## src/rtl/alu_operand_stage.sv

```systemverilog
// Operand-select stage ahead of the ALU: resolves rs1/rs2 through a priority
// forwarding network, muxes operands and holds the bundle in a valid/ready register.
module alu_operand_stage #(
   parameter int unsigned XLEN = 32,
   parameter int unsigned NFWD = 2
) (
   input  logic                 clk,
   input  logic                 rst_n,
   input  logic                 in_valid,
   output logic                 in_ready,
   input  logic [4:0]           rs1_addr,
   input  logic [4:0]           rs2_addr,
   input  logic [XLEN-1:0]      rs1_val,
   input  logic [XLEN-1:0]      rs2_val,
   input  logic [XLEN-1:0]      pc,
   input  logic [XLEN-1:0]      imm,
   input  logic [1:0]           src_a_sel,
   input  logic [1:0]           src_b_sel,
   input  logic [NFWD-1:0]      fwd_valid,
   input  logic [NFWD*5-1:0]    fwd_rd,
   input  logic [NFWD*XLEN-1:0] fwd_data,
   input  logic                 flush,
   output logic                 out_valid,
   input  logic                 out_ready,
   output logic [XLEN-1:0]      op_a,
   output logic [XLEN-1:0]      op_b,
   output logic [XLEN-1:0]      store_data,
   output logic                 fwd_hit_a,
   output logic                 fwd_hit_b
);

   localparam int unsigned RW = 5;

   logic [XLEN-1:0] rs1_res_c;
   logic [XLEN-1:0] rs2_res_c;
   logic            rs1_fwd_c;
   logic            rs2_fwd_c;
   logic [XLEN-1:0] op_a_c;
   logic [XLEN-1:0] op_b_c;
   logic            capture_c;

   // Walk from lowest priority up so the lowest matching index wins; x0 never forwards.
   always_comb begin
      rs1_res_c = rs1_val;
      rs2_res_c = rs2_val;
      rs1_fwd_c = 1'b0;
      rs2_fwd_c = 1'b0;
      for (int i = int'(NFWD) - 1; i >= 0; i--) begin
         if (fwd_valid[i] && (fwd_rd[RW*i +: RW] != 5'd0)) begin
            if (fwd_rd[RW*i +: RW] == rs1_addr) begin
               rs1_res_c = fwd_data[XLEN*i +: XLEN];
               rs1_fwd_c = 1'b1;
            end
            if (fwd_rd[RW*i +: RW] == rs2_addr) begin
               rs2_res_c = fwd_data[XLEN*i +: XLEN];
               rs2_fwd_c = 1'b1;
            end
         end
      end
      if (rs1_addr == 5'd0) begin
         rs1_res_c = '0;
         rs1_fwd_c = 1'b0;
      end
      if (rs2_addr == 5'd0) begin
         rs2_res_c = '0;
         rs2_fwd_c = 1'b0;
      end
   end

   // Operand source muxes.
   always_comb begin
      op_a_c = '0;
      op_b_c = '0;
      case (src_a_sel)
         2'd0:    op_a_c = rs1_res_c;
         2'd1:    op_a_c = pc;
         default: op_a_c = '0;
      endcase
      case (src_b_sel)
         2'd0:    op_b_c = rs2_res_c;
         2'd1:    op_b_c = imm;
         2'd2:    op_b_c = XLEN'(32'd4);
         default: op_b_c = '0;
      endcase
   end

   assign in_ready  = !out_valid || out_ready;
   assign capture_c = in_valid && in_ready && !flush;

   // Output bundle register; flush beats capture, capture beats drain.
   always_ff @(posedge clk or negedge rst_n) begin
      if (!rst_n) begin
         out_valid  <= 1'b0;
         op_a       <= '0;
         op_b       <= '0;
         store_data <= '0;
         fwd_hit_a  <= 1'b0;
         fwd_hit_b  <= 1'b0;
      end else if (flush) begin
         out_valid <= 1'b0;
      end else if (capture_c) begin
         out_valid  <= 1'b1;
         op_a       <= op_a_c;
         op_b       <= op_b_c;
         store_data <= rs2_res_c;
         fwd_hit_a  <= (src_a_sel == 2'd0) && rs1_fwd_c;
         fwd_hit_b  <= rs2_fwd_c;
      end else if (out_ready) begin
         out_valid <= 1'b0;
      end
   end

endmodule
```

## config.mk

```make
export PLATFORM = sky130hd
export DESIGN_NAME = alu_operand_stage
export DESIGN_NICKNAME = d
export VERILOG_FILES = /design/src/rtl/alu_operand_stage.sv
export SDC_FILE = /design/constraint.sdc
export NUM_CORES = 1
export LEC_CHECK = 0
export ABC_CLOCK_PERIOD_IN_PS = 2800
export BUFFER_PORTS_ARGS = -buffer_cell sky130_fd_sc_hd__buf_4
export CAP_MARGIN = 30
export CORE_ASPECT_RATIO = 0.75
export CORE_MARGIN = 1
export CORE_UTILIZATION = 35
export CTS_CLUSTER_DIAMETER = 80
export DETAILED_ROUTE_END_ITERATION = 8
export PLACE_DENSITY = 0.65
export SLEW_MARGIN = 5
export SYNTH_ARGS = -nofsm -noshare
export SYNTH_HDL_FRONTEND = slang
export SYNTH_SLANG_ARGS = --single-unit
```

## constraint.sdc

```tcl
create_clock -name clk -period 2.8 [get_ports clk]
set_clock_uncertainty 0.15 [all_clocks]
set_input_delay 0.28 -clock clk [delete_from_list [all_inputs] [get_ports clk]]
set_output_delay 0.28 -clock clk [all_outputs]
set_load 0.1 [all_outputs]
```

==> results of run 1 <==
## metrics by stage
step	hold slack (ps)	cells	power (mW)	instance area (um^2)
after CTS	11.32	1121	5.937	8932
after global placement	190.2	1103	4.699	8626
after detailed placement	193.7	1103	4.709	8626
final	25.25	1121	5.903	8932
after floorplan	-165.6	606	3.831	5981
after global routing	11.74	1121	6.104	8932
## worst reg2reg max path: cells and delay by family (launching register included)
kind	cells	cell delay [ps]
compound gates	1	110
buf+inv	2	540
flops	1	430
simple gates	4	1150
## final cells by class
| type | instances | area [um^2] |
|---|---|---|
| fillers | 1526 | 7433 |
| well taps | 210 | 262.8 |
| repair buffers | 345 | 2633 |
| flip-flops and latches | 99 | 2479 |
| clock buffers | 10 | 239.0 |
| clock inverters | 6 | 47.55 |
| inverters | 1 | 3.754 |
| multi-input cells | 450 | 3268 |
## Yosys cell counts (3+ instances only)
master	n
nand2b_1	3
o211ai_1	31
buf_2	12
o21ai_0	32
nand2_1	7
o21ai_1	3
dfrtp_1	99
a32oi_1	31
mux2i_1	31
xor2_1	4
or4_1	3
mux2_2	3
xnor2_1	15
a221o_1	32
nand3_1	35
nor2_1	72
buf_6	7
clkbuf_1	34
and3_1	31
nor2b_1	3
mux2_4	29
nor4_4	3
a21oi_1	65
## routing by layer
layer | part of all wire | up-vias
met4 | 0.012 | 0
met2 | 0.49 | 294
li1 | - | 2903
met3 | 0.074 | 25
met5 | 0 | -
met1 | 0.42 | 2997
## cells by family after synthesis
group	after synthesis	share of synthesized area
buf+inv	57	0.04834
flops	99	0.4143
compound gates	199	0.2291
mux	63	0.1304
xor+xnor	19	0.02783
simple gates	169	0.1500
## path summary, 6_finish.rpt
kind                               start             to  cells past startpoint
max                                flush       op_b[19]                      7
min                          fwd_data[6]        op_a[6]                      2
max reg2reg                    out_valid       op_b[19]                      7
min reg2reg                store_data[2]  store_data[2]                      2
max in group asynchronous          rst_n  store_data[1]                      3
min in group asynchronous          rst_n  store_data[3]                      2
## placed cells by master, fill, tap and decap left out, types with 4 or more instances in the layout
master,synthesis,layout
buf_4,2,340
dfrtp_1,99,98
nor2_1,72,70
a21oi_1,65,65
nand3_1,35,35
o21ai_0,32,32
a221o_1,32,32
mux2i_1,31,31
and3_1,31,31
o211ai_1,31,31
a32oi_1,31,31
mux2_4,29,29
xnor2_1,15,15
clkbuf_16,0,9
nand2_1,7,7
nor4_4,3,4
xor2_1,4,4
## where the power goes
part	internal (mW)	switching, mW
sequential	1.64	0.132
combinational	0.746	2.16
clock	0.636	0.585
## state kept, by name, summed over array words and instances, names as in the netlist
name and count:
op_b 32, fwd_hit_a 1, op_a 32, out_valid 1, fwd_hit_b 1, store_data 32
==> impl_results.md, run 1 <==
- Pwr per Cell Area: 660.8 nW/um^2
- Final hold viol count: 0
- Yosys top cell area share: 0.4143
- GRT met3 Usage: 0.06182
- Drt pass-1 iters: 5
- Top delay family on crit path: buffers and inverters
- Initial antenna violation count: 0
- VDD IR-drop max: 0.3715 mV
- DR vias: 6,219
- Worst R2R Setup Slack: 350 ps
- Die span in y: 115.2 um
- CP Launch Type: input pin
- Clk slew on worst S/H paths: 70 ps
- Worst endpoint required time: 2920 ps
- Ys Warns: 0
- Mean post-synth cell area: 9.867 um^2
- Max cap viols: 0
- Number of core rows: 40
- Ant diodes: 0
- TNS Setup: 0 ps
- Post-cts hold buffer count: 2
- Share of cells above drive strength 1: 0.4501
- Flip-flop and latch count after synthesis: 99
- Unrepaired setup endpoints after global routing: no
- Met2 usage: 0.4734
- Largest net degree at the start of global routing: 69
- CP Buf/Inv Count: 3
- Final core occ: 0.5458
- Fin crit share: 0.8864
- Routability cong.: 0.8140
- Max Clk Rate: 402.9 MHz
- Die Wd: 152.9 um
- Relative max-transition margin: 0.3286
- Synth Flop Type: dfrtp_1
- Post-CTS setup buffer count: 0
- Seq/Total Area, Yosys: 0.4143
- Gr ovfl total: 0
- Residual DRC: 0
- Gr usage total: 0.2711
- Initial Util: 0.3654
- Setup WS pre-CTS: 61.57 ps
- Cell taking the most area after synthesis: dfrtp_1
- Antenna viol nets, final: 0
- Final Max Tran Viols: 0
- Half-perimeter wire length after placement: 17.50 mm
- CTS tree: yes
- GRT Max-Usage Layer: met2
- WS Path Type: in -> reg
- CP cell instances: dlygate4sd3_1, buf_4, nand3b_4, nor4_4, buf_4, nand3_1, o211ai_1
- Clock Sinks: 99
- # setup viols final: 0
- IO Count: 323
- Critical Path Fanout Max: 21
- Global-route wire length before repair: 36.25 mm
- Via density: 5.548
- CP max stage delay: 720 ps
- Pleak: 4.137 nW
- WL final: 24.31 mm
- Root buf cell: clkbuf_16
- Layout area overhead: 49.38%
- Final setup margin: 318.2 ps
- Fin nets: 1,129
- Met1 Use GR: 0.3436
- Worst path most repeated cell: buf_4
- Status: completed
- Mapped Area: 5979 um^2
- Cells after Synth: 606
- Max Buffers Root-to-Sink: 2
- Minimum clock period: 2482 ps
- Area contributors post-synth: dfrtp_1 (41%), mux2_4 (7.3%), a21oi_1 (5.4%)
- Drt wl/cell: 21.69 um
- Worst hold path class: in -> reg
- PostCTS Resize Cnt: 0
- Total CTS buffers: 9
- Crit path DAT: 2600 ps
- Core Area: 16,370 um^2
- Die area: 17,620 um^2
- Slew at the pin closest to its max-slew limit: 1005 ps
- H-tree levels: 3
- Worst-skew pair later-pin latency: 340 ps
- Element type at the critical path end: flop
- Post-synth ARST share: 1.000
- Mapped Nets: 829
- Number of buffers added on ports: 322
- 1st-iter DRT viols: 410
- Worst path slowest cell: nor4_4
- Vias in the first global route: 6,227
- Netlist cell types: 40
- Post-synth EDFFs: 0
(Power assumes the default switching activity.)
==> run 2: changes to the inputs <==
--- a/config.mk
+++ b/config.mk
@@ -7,13 +7,14 @@
 export LEC_CHECK = 0
 export ABC_CLOCK_PERIOD_IN_PS = 2800
 export BUFFER_PORTS_ARGS = -buffer_cell sky130_fd_sc_hd__buf_4
-export CAP_MARGIN = 30
+export CAP_MARGIN = 20
 export CORE_ASPECT_RATIO = 0.75
 export CORE_MARGIN = 1
 export CORE_UTILIZATION = 35
 export CTS_CLUSTER_DIAMETER = 80
 export DETAILED_ROUTE_END_ITERATION = 8
 export PLACE_DENSITY = 0.65
+export RECOVER_POWER = 100
 export SLEW_MARGIN = 5
 export SYNTH_ARGS = -nofsm -noshare
 export SYNTH_HDL_FRONTEND = slang
==> run 2 against run 1 <==
Compared with the run above: core utilization decreased by 2.5 points; cell area decreased by 4.5%; global-route usage unchanged; sequential cell count unchanged; sequential power about the same; total power decreased by 3.4%; largest power group unchanged; non-clock buffer count unchanged; routed wire length about the same; worst setup slack got worse by 140 ps; critical endpoint is now op_a[10]; sequential share of layout area increased by 1.3 points; register-to-register slack got worse by 170 ps.
==> impl_results.md, run 2 (synthesized netlist as in run 1, its figures left out) <==
- Max Buffers Root-to-Sink: 2 (unchanged)
- CTS tree: yes
- Reg2reg path depth: 7 (unchanged)
- Critical Path Fanout Max: 16 (-24%)
- Via density: 5.574 (+0.48%)
- Antenna viol nets, final: 0 (unchanged)
- WL final: 24.32 mm (about the same)
- Hold_sp: fwd_data[9]
- Root buf cell: clkbuf_16
- Final core occ: 0.5212 (-0.02462)
- Unrepaired setup endpoints after global routing: no
- Global-route wire length before repair: 36.25 mm (unchanged)
- Worst hold path endpoint: op_a[9]
- Slew at the pin closest to its max-slew limit: 1286 ps (+281.3 ps)
- Pwr per Cell Area: 668.6 nW/um^2 (+1.2%)
- WS Path Type: reg -> reg
- Layout area overhead: 42.64%
- Die area: 17,620 um^2 (unchanged)
- Initial antenna violation count: 0 (unchanged)
- Met2 usage: 0.4734 (unchanged)
- Max Clk Rate: 381.3 MHz (-5.4%)
- Worst-skew pair later-pin latency: 340 ps (about the same)
- Final hold viol count: 0 (unchanged)
- 1st-iter DRT viols: 418 (+2.0%)
- Worst path slowest cell: or4_1
- DR vias: 6,249 (+0.48%)
- Dpl cells: 1,103 (unchanged)
- R2r startpoint: out_valid
- Crit path DAT: 2760 ps (+160 ps)
- Pleak: 3.745 nW (-9.5%)
- Drt wl/cell: 21.69 um (about the same)
- Element type at the critical path end: flop
- Number of core rows: 40 (unchanged)
- Commonest cells after routing, fill and taps aside: buf_4 (234), clkbuf_1 (101), dfrtp_1 (98), nor2_1 (70), a21oi_1 (65)
- Worst hold path class: in -> reg
- GRT met3 Usage: 0.06182 (unchanged)
- Final Max Tran Viols: 0 (unchanged)
- Clock Sinks: 99 (unchanged)
- Drt pass-1 iters: 5 (unchanged)
- Core Area: 16,370 um^2 (unchanged)
- Hold path cells: 2 (unchanged)
- R2r endpoint: op_a[10]
- Minimum clock period: 2622 ps (+140.5 ps)
- Max cap viols: 0 (unchanged)
- Fin crit share: 0.9365 (+0.05019)
- Total CTS buffers: 9 (unchanged)
- Top delay family on crit path: simple AND/OR/NAND/NOR gates
- Vias in the first global route: 6,227 (unchanged)
- Gr usage total: 0.2711 (unchanged)
- Initial Util: 0.3654 (unchanged)
- Most common cell after layout, fill and taps aside: buf_4
- Die Wd: 152.9 um (unchanged)
- CP Launch Type: flop
- Status: completed
- TNS Setup: 0 ps (unchanged)
- H-tree levels: 3 (unchanged)
- Half-perimeter wire length after placement: 17.50 mm (unchanged)
- Worst endpoint required time: 2940 ps (+20 ps)
- Relative max-transition margin: 0.1427 (-0.1859)
- Fin nets: 1,129 (unchanged)
- CP cell instances: nor2b_1, inv_1, nand3b_4, or4_1, nor4_4, clkbuf_2, a221o_1
- CP max stage delay: 610 ps (-110 ps)
- CP Buf/Inv Count: 2 (-1)
- IO Count: 323 (unchanged)
- Clk slew on worst S/H paths: 70 ps (about the same)
- # setup viols final: 0 (unchanged)
- Ant diodes: 0 (unchanged)
- Die span in y: 115.2 um (unchanged)
- Fin cells: 1,121 (unchanged)
- Worst R2R Setup Slack: 180 ps (-170 ps)
- Residual DRC: 0 (unchanged)
- Top Registers: op_a x32, op_b x32, store_data x32
- Routability cong.: 0.8140 (unchanged)
- PostCTS Resize Cnt: 0 (unchanged)
- Share of cells above drive strength 1: 0.3359 (-0.1142)
- GRT Max-Usage Layer: met2
- Number of buffers added on ports: 322 (unchanged)
- Largest net degree at the start of global routing: 69 (unchanged)
- Met1 Use GR: 0.3436 (unchanged)
- VDD IR-drop max: 0.3535 mV (-4.9%)
- Gr ovfl total: 0 (unchanged)
[run 2: layer usage]
| layer | up-vias | wire length (um) |
|---|---|---|
| li1 | 2903 | - |
| met1 | 3019 | 10290 |
| met2 | 302 | 11930 |
| met3 | 25 | 1792 |
| met4 | 0 | 303 |
| met5 | - | 0 |
[run 2: worst reg2reg max path, cell delays in order, from the launching register on]
cell	delay (ps)
dfrtp_2	420
nor2b_1	170
inv_1	150
nand3b_4	150
or4_1	610
nor4_4	210
clkbuf_2	460
a221o_1	250
[run 2: worst max-delay path by stage]
| stage | slack, ps | startpoint | end | cells past startpoint |
|---|---|---|---|---|
| after floorplan | 50 | out_valid | op_a[10] | 8 |
| after global placement | 130 | fwd_rd[8] | op_b[2] | 7 |
| after detailed placement | 60 | fwd_rd[5] | op_b[2] | 7 |
| after CTS | 290 | flush | store_data[18] | 7 |
| after global routing | 90 | out_valid | store_data[18] | 7 |
| final | 180 | out_valid | op_a[10] | 7 |
[run 2: repair_timing]
item                                    in CTS  in global routing
hold buffers                                 2                  0
endpoints found under the setup margin       0                  0
endpoints found under the hold margin       44                  0
buffers inserted                             0                  0
[run 2: cell type report]
type | instances | area [um^2]
Multi-Input combinational cell | 450 | 3257
Sequential cell | 99 | 2479
Clock buffer | 10 | 239.0
Timing Repair Buffer | 345 | 2241
Inverter | 1 | 3.754
Fill cell | 1623 | 7836
Clock inverter | 6 | 47.55
Tap cell | 210 | 262.8
[run 2: report_power, final]
group / internal [mW] / switching (mW) / total (mW)
clock network: 0.636 / 0.585 / 1.22
registers: 1.64 / 0.126 / 1.77
logic: 0.551 / 2.16 / 2.71
[run 2: metrics by stage]
step	cell area, um^2	hold slack (ps)	power, mW	setup WS, ps
after floorplan	5981	-165.6	3.831	49.38
after global placement	8626	190.2	4.699	126.6
after detailed placement	8626	193.7	4.709	61.57
after CTS	8932	11.32	5.937	293.1
after global routing	8529	11.74	5.903	86.49
final	8529	27.44	5.702	177.7
